File: src/rtl/coin_pkg.sv
// Shared encodings and geometry helpers for the falling-coin scheduler.
// Sprite size doubles per scale step; x is always lane centre minus half the sprite width.
package coin_pkg;

    typedef enum logic [1:0] {
        SCALE_X1 = 2'd0,
        SCALE_X2 = 2'd1,
        SCALE_X4 = 2'd2
    } scale_e;

    typedef enum logic [1:0] {
        LANE_LEFT   = 2'd0,
        LANE_CENTRE = 2'd1,
        LANE_RIGHT  = 2'd2
    } lane_e;

    localparam int SCREEN_W    = 1280;
    localparam int SCREEN_H    = 720;
    localparam int SPRITE_BASE = 32;

    function automatic logic [15:0] half_width(input scale_e s);
        case (s)
            SCALE_X2: half_width = 16'(SPRITE_BASE);
            SCALE_X4: half_width = 16'(SPRITE_BASE * 2);
            default:  half_width = 16'(SPRITE_BASE / 2);
        endcase
    endfunction

    function automatic scale_e scale_from_y(input logic [15:0] y,
                                            input logic [15:0] y_x2,
                                            input logic [15:0] y_x4);
        if (y < y_x2) return SCALE_X1;
        if (y < y_x4) return SCALE_X2;
        return SCALE_X4;
    endfunction

    function automatic logic [15:0] slot_x(input lane_e lane, input scale_e s,
                                           input logic [15:0] x_l,
                                           input logic [15:0] x_c,
                                           input logic [15:0] x_r);
        logic [15:0] centre;
        case (lane)
            LANE_LEFT:  centre = x_l;
            LANE_RIGHT: centre = x_r;
            default:    centre = x_c;
        endcase
        return centre - half_width(s);
    endfunction

    // Only three lanes exist, so the fourth random code folds onto the centre lane.
    function automatic lane_e lane_from_rand(input logic [1:0] r);
        return (r == 2'd3) ? LANE_CENTRE : lane_e'(r);
    endfunction

endpackage

File: src/rtl/coin_lfsr8.sv
// 8-bit Fibonacci LFSR (taps 8,6,5,4) used to pick spawn lanes; steps once per enable.
module coin_lfsr8 (
    input  logic       i_clk,
    input  logic       i_rst,
    input  logic       i_en,
    output logic [7:0] o_state
);

    logic [7:0] r_state;
    logic       w_fb;

    assign w_fb = r_state[7] ^ r_state[5] ^ r_state[4] ^ r_state[3];

    always_ff @(posedge i_clk or posedge i_rst) begin
        if (i_rst) begin
            r_state <= 8'hA5;
        end else if (i_en) begin
            r_state <= {r_state[6:0], w_fb};
        end
    end

    assign o_state = r_state;

endmodule

File: src/rtl/coin_spawn_scheduler.sv
// Per-frame coin scheduler: on each v_sync rising edge it walks every slot (fall, collect, miss),
// then spends one cycle spawning a coin into the lowest free slot when the spawn interval allows.
module coin_spawn_scheduler
    import coin_pkg::*;
#(
    parameter int NUM_SLOTS    = 4,
    parameter int SPAWN_FRAMES = 90,
    parameter int Y_END        = SCREEN_H - 4 * SPRITE_BASE,
    parameter int Y_SCALE2     = 300,
    parameter int Y_SCALE4     = 450,
    parameter int LANE_L       = 400,
    parameter int LANE_C       = SCREEN_W / 2,
    parameter int LANE_R       = 880
) (
    input  logic                      i_clk,
    input  logic                      i_rst,
    input  logic                      i_v_sync,
    input  logic [NUM_SLOTS-1:0]      i_collect,
    output logic [NUM_SLOTS-1:0]      o_slot_active,
    output logic [16*NUM_SLOTS-1:0]   o_slot_x,
    output logic [16*NUM_SLOTS-1:0]   o_slot_y,
    output logic [2*NUM_SLOTS-1:0]    o_slot_scale,
    output logic                      o_collect_pulse,
    output logic                      o_miss_pulse,
    output logic [15:0]               o_score,
    output logic                      o_busy
);

    localparam int KW = (NUM_SLOTS > 1) ? $clog2(NUM_SLOTS) : 1;
    localparam int CW = $clog2(SPAWN_FRAMES + 1);
    localparam logic [CW-1:0] CNT_MAX = CW'(SPAWN_FRAMES);
    localparam logic [15:0]   YE = 16'(Y_END);
    localparam logic [15:0]   Y2 = 16'(Y_SCALE2);
    localparam logic [15:0]   Y4 = 16'(Y_SCALE4);
    localparam logic [15:0]   XL = 16'(LANE_L);
    localparam logic [15:0]   XC = 16'(LANE_C);
    localparam logic [15:0]   XR = 16'(LANE_R);

    typedef enum logic [1:0] {S_WAIT, S_STEP, S_SPAWN} state_e;

    state_e              r_state;
    logic [KW-1:0]       r_k;
    logic                r_vs_q;
    logic [NUM_SLOTS-1:0] r_flag;
    logic [NUM_SLOTS-1:0] r_active;
    logic [15:0]         r_y [NUM_SLOTS];
    logic [15:0]         r_x [NUM_SLOTS];
    scale_e              r_scale [NUM_SLOTS];
    lane_e               r_lane [NUM_SLOTS];
    logic [CW-1:0]       r_cnt;
    logic                r_collect_p;
    logic                r_miss_p;
    logic [15:0]         r_score;
    logic                r_busy;

    logic                w_tick;
    logic                w_lfsr_en;
    logic [7:0]          w_lfsr;
    logic                w_unused_lfsr;
    logic [15:0]         w_y_next;
    scale_e              w_scale_next;
    logic [CW-1:0]       w_cnt_inc;
    logic                w_free_any;
    logic [KW-1:0]       w_free_idx;
    lane_e               w_spawn_lane;
    logic [NUM_SLOTS-1:0] w_flag_clr;

    coin_lfsr8 u_lfsr (
        .i_clk   (i_clk),
        .i_rst   (i_rst),
        .i_en    (w_lfsr_en),
        .o_state (w_lfsr)
    );

    assign w_lfsr_en     = (r_state == S_SPAWN);
    assign w_unused_lfsr = ^w_lfsr[7:2];
    assign w_spawn_lane  = lane_from_rand(w_lfsr[1:0]);
    assign w_tick        = i_v_sync & ~r_vs_q;
    assign w_y_next      = r_y[r_k] + 16'd1;
    assign w_scale_next  = scale_from_y(w_y_next, Y2, Y4);
    assign w_cnt_inc     = (r_cnt == CNT_MAX) ? r_cnt : r_cnt + CW'(1);
    assign w_flag_clr    = (r_state == S_STEP) ? (NUM_SLOTS'(1) << r_k) : '0;

    always_comb begin
        w_free_any = 1'b0;
        w_free_idx = '0;
        for (int i = NUM_SLOTS - 1; i >= 0; i--) begin
            if (!r_active[i]) begin
                w_free_any = 1'b1;
                w_free_idx = KW'(i);
            end
        end
    end

    // A request landing in the very cycle its slot is consumed survives into the next frame.
    always_ff @(posedge i_clk or posedge i_rst) begin
        if (i_rst) begin
            r_flag <= '0;
        end else begin
            r_flag <= (r_flag & ~w_flag_clr) | i_collect;
        end
    end

    always_ff @(posedge i_clk or posedge i_rst) begin
        if (i_rst) begin
            r_state     <= S_WAIT;
            r_k         <= '0;
            r_vs_q      <= 1'b0;
            r_active    <= '0;
            r_cnt       <= '0;
            r_collect_p <= 1'b0;
            r_miss_p    <= 1'b0;
            r_score     <= '0;
            r_busy      <= 1'b0;
            for (int i = 0; i < NUM_SLOTS; i++) begin
                r_y[i]     <= '0;
                r_x[i]     <= '0;
                r_scale[i] <= SCALE_X1;
                r_lane[i]  <= LANE_LEFT;
            end
        end else begin
            r_vs_q      <= i_v_sync;
            r_collect_p <= 1'b0;
            r_miss_p    <= 1'b0;
            case (r_state)
                S_WAIT: begin
                    if (w_tick) begin
                        r_state <= S_STEP;
                        r_k     <= '0;
                        r_busy  <= 1'b1;
                    end
                end
                S_STEP: begin
                    if (r_active[r_k]) begin
                        if (r_flag[r_k]) begin
                            r_active[r_k] <= 1'b0;
                            r_collect_p   <= 1'b1;
                            r_score       <= r_score + 16'd1;
                        end else if (w_y_next >= YE) begin
                            r_active[r_k] <= 1'b0;
                            r_miss_p      <= 1'b1;
                        end else begin
                            r_y[r_k]     <= w_y_next;
                            r_scale[r_k] <= w_scale_next;
                            r_x[r_k]     <= slot_x(r_lane[r_k], w_scale_next, XL, XC, XR);
                        end
                    end
                    if (r_k == KW'(NUM_SLOTS - 1)) begin
                        r_state <= S_SPAWN;
                    end else begin
                        r_k <= r_k + KW'(1);
                    end
                end
                S_SPAWN: begin
                    r_state <= S_WAIT;
                    r_busy  <= 1'b0;
                    if ((w_cnt_inc == CNT_MAX) && w_free_any) begin
                        r_cnt                <= '0;
                        r_active[w_free_idx] <= 1'b1;
                        r_y[w_free_idx]      <= '0;
                        r_scale[w_free_idx]  <= SCALE_X1;
                        r_lane[w_free_idx]   <= w_spawn_lane;
                        r_x[w_free_idx]      <= slot_x(w_spawn_lane, SCALE_X1, XL, XC, XR);
                    end else begin
                        r_cnt <= w_cnt_inc;
                    end
                end
                default: begin
                    r_state <= S_WAIT;
                    r_busy  <= 1'b0;
                end
            endcase
        end
    end

    always_comb begin
        o_slot_x     = '0;
        o_slot_y     = '0;
        o_slot_scale = '0;
        for (int i = 0; i < NUM_SLOTS; i++) begin
            o_slot_x[16*i +: 16]   = r_x[i];
            o_slot_y[16*i +: 16]   = r_y[i];
            o_slot_scale[2*i +: 2] = r_scale[i];
        end
    end

    assign o_slot_active   = r_active;
    assign o_collect_pulse = r_collect_p;
    assign o_miss_pulse    = r_miss_p;
    assign o_score         = r_score;
    assign o_busy          = r_busy;

endmodule
File: config.mk
export PLATFORM = sky130hd
export DESIGN_NAME = coin_spawn_scheduler
export DESIGN_NICKNAME = d
export VERILOG_FILES = /design/src/rtl/coin_pkg.sv /design/src/rtl/coin_lfsr8.sv /design/src/rtl/coin_spawn_scheduler.sv
export SDC_FILE = /design/constraint.sdc
export NUM_CORES = 1
export LEC_CHECK = 0
export CORE_MARGIN = 4
export CORE_UTILIZATION = 47
export DETAILED_ROUTE_END_ITERATION = 16
export PLACE_DENSITY = 0.77
export SETUP_SLACK_MARGIN = 0.05
export SLEW_MARGIN = 20
export SYNTH_ARGS = -nofsm -noshare
export SYNTH_HDL_FRONTEND = slang
export SYNTH_SLANG_ARGS = --single-unit
File: constraint.sdc
create_clock -name i_clk -period 5.7 [get_ports i_clk]
set_clock_uncertainty 0.2 [all_clocks]
set_input_delay 1.14 -clock i_clk [delete_from_list [all_inputs] [get_ports i_clk]]
set_output_delay 1.14 -clock i_clk [all_outputs]
set_load 0.02 [all_outputs]
==> impl_metrics.tcl <==
set metrics [dict create \
    worstSkewPairLatency_ns 0.43 \
    post_detailed_routing_wire_length_microns 20970 \
    cts_made_buffers 17 \
    overall_die_area_sq_um 19590 \
    postSynth.asyncResetShare 1.000 \
    final_max_slew_viol_count 0 \
    flow.area_growth_from_synthesis_pct 25.36 \
    dr_vias_cell 5.863 \
    drive_gt1_frac 0.1269 \
    grt_remaining_overflow 0 \
    via_count 6232 \
    highest_clock_rate_mhz 200.9 \
    clk_path_buf_depth 2 \
    synth.yosys.seq_area_share 0.5112 \
    n_fill_cell 1401 \
    floorplan.initialDensity 0.4866 \
    n_antenna_cell 0 \
    crit-reg2reg-launch "r_k[0]" \
    synth.top_cell.area_share 0.4984 \
    synthesized_instance_count 690 \
    slew_headroom 0.3897 \
    report.final.setup_viol 0 \
    min_tclk_post_route_ns 4.978 \
    combined_area_of_all_synthesized_cells_sq_um 8184 \
    highest_net_fanout_along_the_worst_path 8 \
    cts-resized-gates 0 \
    synth.avg_cell_area_sq_um 11.86 \
    top_cells_by_instance_count_after_synthesis "sky130_fd_sc_hd__dfrtp_1 (163), sky130_fd_sc_hd__o2bb2ai_1 (58), sky130_fd_sc_hd__nand2_1 (51), sky130_fd_sc_hd__a22o_1 (38), sky130_fd_sc_hd__buf_4 (33)" \
    gr-usage-all-layers 0.2166 \
    synthTopCellsByArea "sky130_fd_sc_hd__dfrtp_1 (50%), sky130_fd_sc_hd__o2bb2ai_1 (6.2%), sky130_fd_sc_hd__mux4_2 (5.5%)" \
    synth_edf_count 0 \
    antenna_found_initial 0 \
    clock-sinks 167 \
    ant_nets 0 \
    maximum_level_of_the_cts_h_tree 4 \
    worstSetupStartpoint "r_k[0]" \
    place_congestion 0.9261 \
    detailedRoute.firstIterationViolations 455 \
    hold_path_startpoint "r_flag[2]" \
    postSynthRegisterBits 167 \
    route.detailed.drc 0 \
    synth_flop_cell "sky130_fd_sc_hd__dfrtp_1" \
    layout.nets 853 \
    worst-setup-path-type "flip-flop to flip-flop" \
    port_buffers 149 \
    min_path_type "flip-flop to flip-flop" \
    synth_warnings 0 \
    cts.reportedPaths.clkPinSlew_ns 0.07 \
    die_width_microns 140.0 \
    fin_total_pwr_mw 3.921 \
    ios 166 \
    cts_setup_buffers 0 \
    critical_path_required_ns 5.82 \
    worst_setup_path_end_kind "flip-flop" \
    worstPathArrival_ns 5.10 \
    worst-path-buf-inv 1 \
    firstDrtPassIters 4 \
    tightestPinTransition_ns 0.9120 \
    rows 47 \
    worst_ir_drop_vdd_v 0.0002362 \
    layout_worst_path_cycle_share 0.8733 \
    timing.max_cap.violations 0 \
    first_global_vias 6227 \
    rsz0062_at_grt "no" \
    grt_start_max_net_pins 62 \
    setup_tns_ns 0 \
    design.core.area_sq_um 16820 \
    start_kind "flip-flop" \
    cts_tree "yes" \
    yosysMostFrequentCell "sky130_fd_sc_hd__dfrtp_1" \
    synth_cell_types 67 \
    root_buffer "sky130_fd_sc_hd__clkbuf_16" \
    post-synth-top-area-cell "sky130_fd_sc_hd__dfrtp_1" \
    wire_length_of_the_first_global_routing_pass_microns 33950 \
    crit_path_top_delay_cell "sky130_fd_sc_hd__dfrtp_1" \
    cts.hold.buffers_added 0 \
    outcome "complete, no violations" \
    finalHoldViolations 0 \
    die_h_microns 140.0 \
    cellLeakagePower_nw 4.307 \
    crit_chain "mux4_2, ha_1, nand2_1, o22ai_1, nand4_1, o41ai_1, and4_1, and4_4, o211a_1, and2_1, inv_1, ha_1, a21o_1, a21oi_1, xnor2_1, o22ai_1, a22o_1" \
    power_density_nw_per_um2 382.2 \
    timing.critical_path.max_delay_family "compound AO/OA/AOI/OAI gates" \
    wire_per_inst_microns 19.72 \
    hpwl_microns 15030 \
    timing.critical_path.slowest_cell_delay_ns 0.54 \
]
## power breakdown
part,total (mW),switching [mW],internal (mW)
clock,1.08,0.495,0.587
combinational,1.35,0.824,0.525
sequential,1.49,0.160,1.33
## cells by family after synthesis
| family | synth area share |
|---|---|
| AOI/OAI and AO/OA | 0.1720 |
| xor gates and xnor gates | 0.03746 |
| adders and majority gates | 0.02538 |
| buffers and inverters | 0.05978 |
| DFF | 0.5112 |
| muxes | 0.08072 |
| other | 0.0004582 |
| and+or+nand+nor | 0.1130 |
## layout make-up
cell class / count / area, sq um / area share
well taps: 220 / 275.3 / 0.02683
clock buffers: 20 / 456.7 / 0.04451
repair buffers: 166 / 1619 / 0.1578
multi-input cells: 462 / 3567 / 0.3477
flip-flops and latches: 167 / 4184 / 0.4078
inverters: 16 / 63.81 / 0.006220
clock inverters: 12 / 93.84 / 0.009146
## state kept, by name, summed over array words and instances, names as in the netlist
signal / cells
o_slot_x: 40
u_lfsr.o_state: 8
o_slot_scale: 8
o_collect_pulse: 1
r_cnt: 7
o_slot_y: 64
o_slot_active: 4
r_lane: 8
o_miss_pulse: 1
r_flag: 4
o_score: 16
r_k: 2
r_state: 2
r_vs_q: 1
o_busy: 1
## per-layer routing
| metal | global-route usage | part of all wire | wire length [microns] | vias to the layer above |
|---|---|---|---|---|
| met4 | 0.08006 | 0.026 | 554 | 0 |
| met3 | 0.05590 | 0.077 | 1608 | 45 |
| met5 | 0 | 0 | 0 | - |
| met1 | 0.2926 | 0.42 | 8870 | 3094 |
| li1 | - | - | - | 2794 |
| met2 | 0.3403 | 0.47 | 9931 | 299 |
## placed cells by master, fill, tap and decap left out, drive strengths merged, types with 12 or more instances in the layout
cell type	netlist	routed
a21oi	12	12
and2	28	28
buf	48	17
nor2	24	24
ha	15	15
dfrtp	163	163
mux4	20	20
a22o	38	38
xnor2	25	25
clkbuf	12	20
o21ai	32	32
mux2	16	16
nand3	14	14
inv	16	20
clkdlybuf4s50	0	149
nand2	55	55
conb	1	16
o2bb2ai	58	58
## worst paths after layout
kind                       cells past startpoint  slack [ns]              end
setup reg to reg                              17        0.72     o_slot_x[39]
hold / removal                                 1        0.27        r_flag[2]
min in group asynchronous                      3        1.09     o_slot_x[41]
setup / recovery                              17        0.72     o_slot_x[39]
max in group asynchronous                      3        3.62  o_collect_pulse
hold reg to reg                                1        0.27        r_flag[2]
## metrics by stage
stage	utilization	worst slack [ns]	std cells	hold WS, ns	instance area [sq um]
3_5_place_dp	0.5773	0.7586	1031	0.2595	9709
5_1_grt	0.6100	0.2744	1063	0.2945	10260
4_1_cts	0.6100	0.7486	1063	0.2738	10260
2_1_floorplan	-	1.153	705	0.2437	8244
6_report	0.6100	0.7224	1063	0.2724	10260
3_3_place_gp	0.5773	0.9404	1031	0.2600	9709
Power figures use the tool's default switching activity.
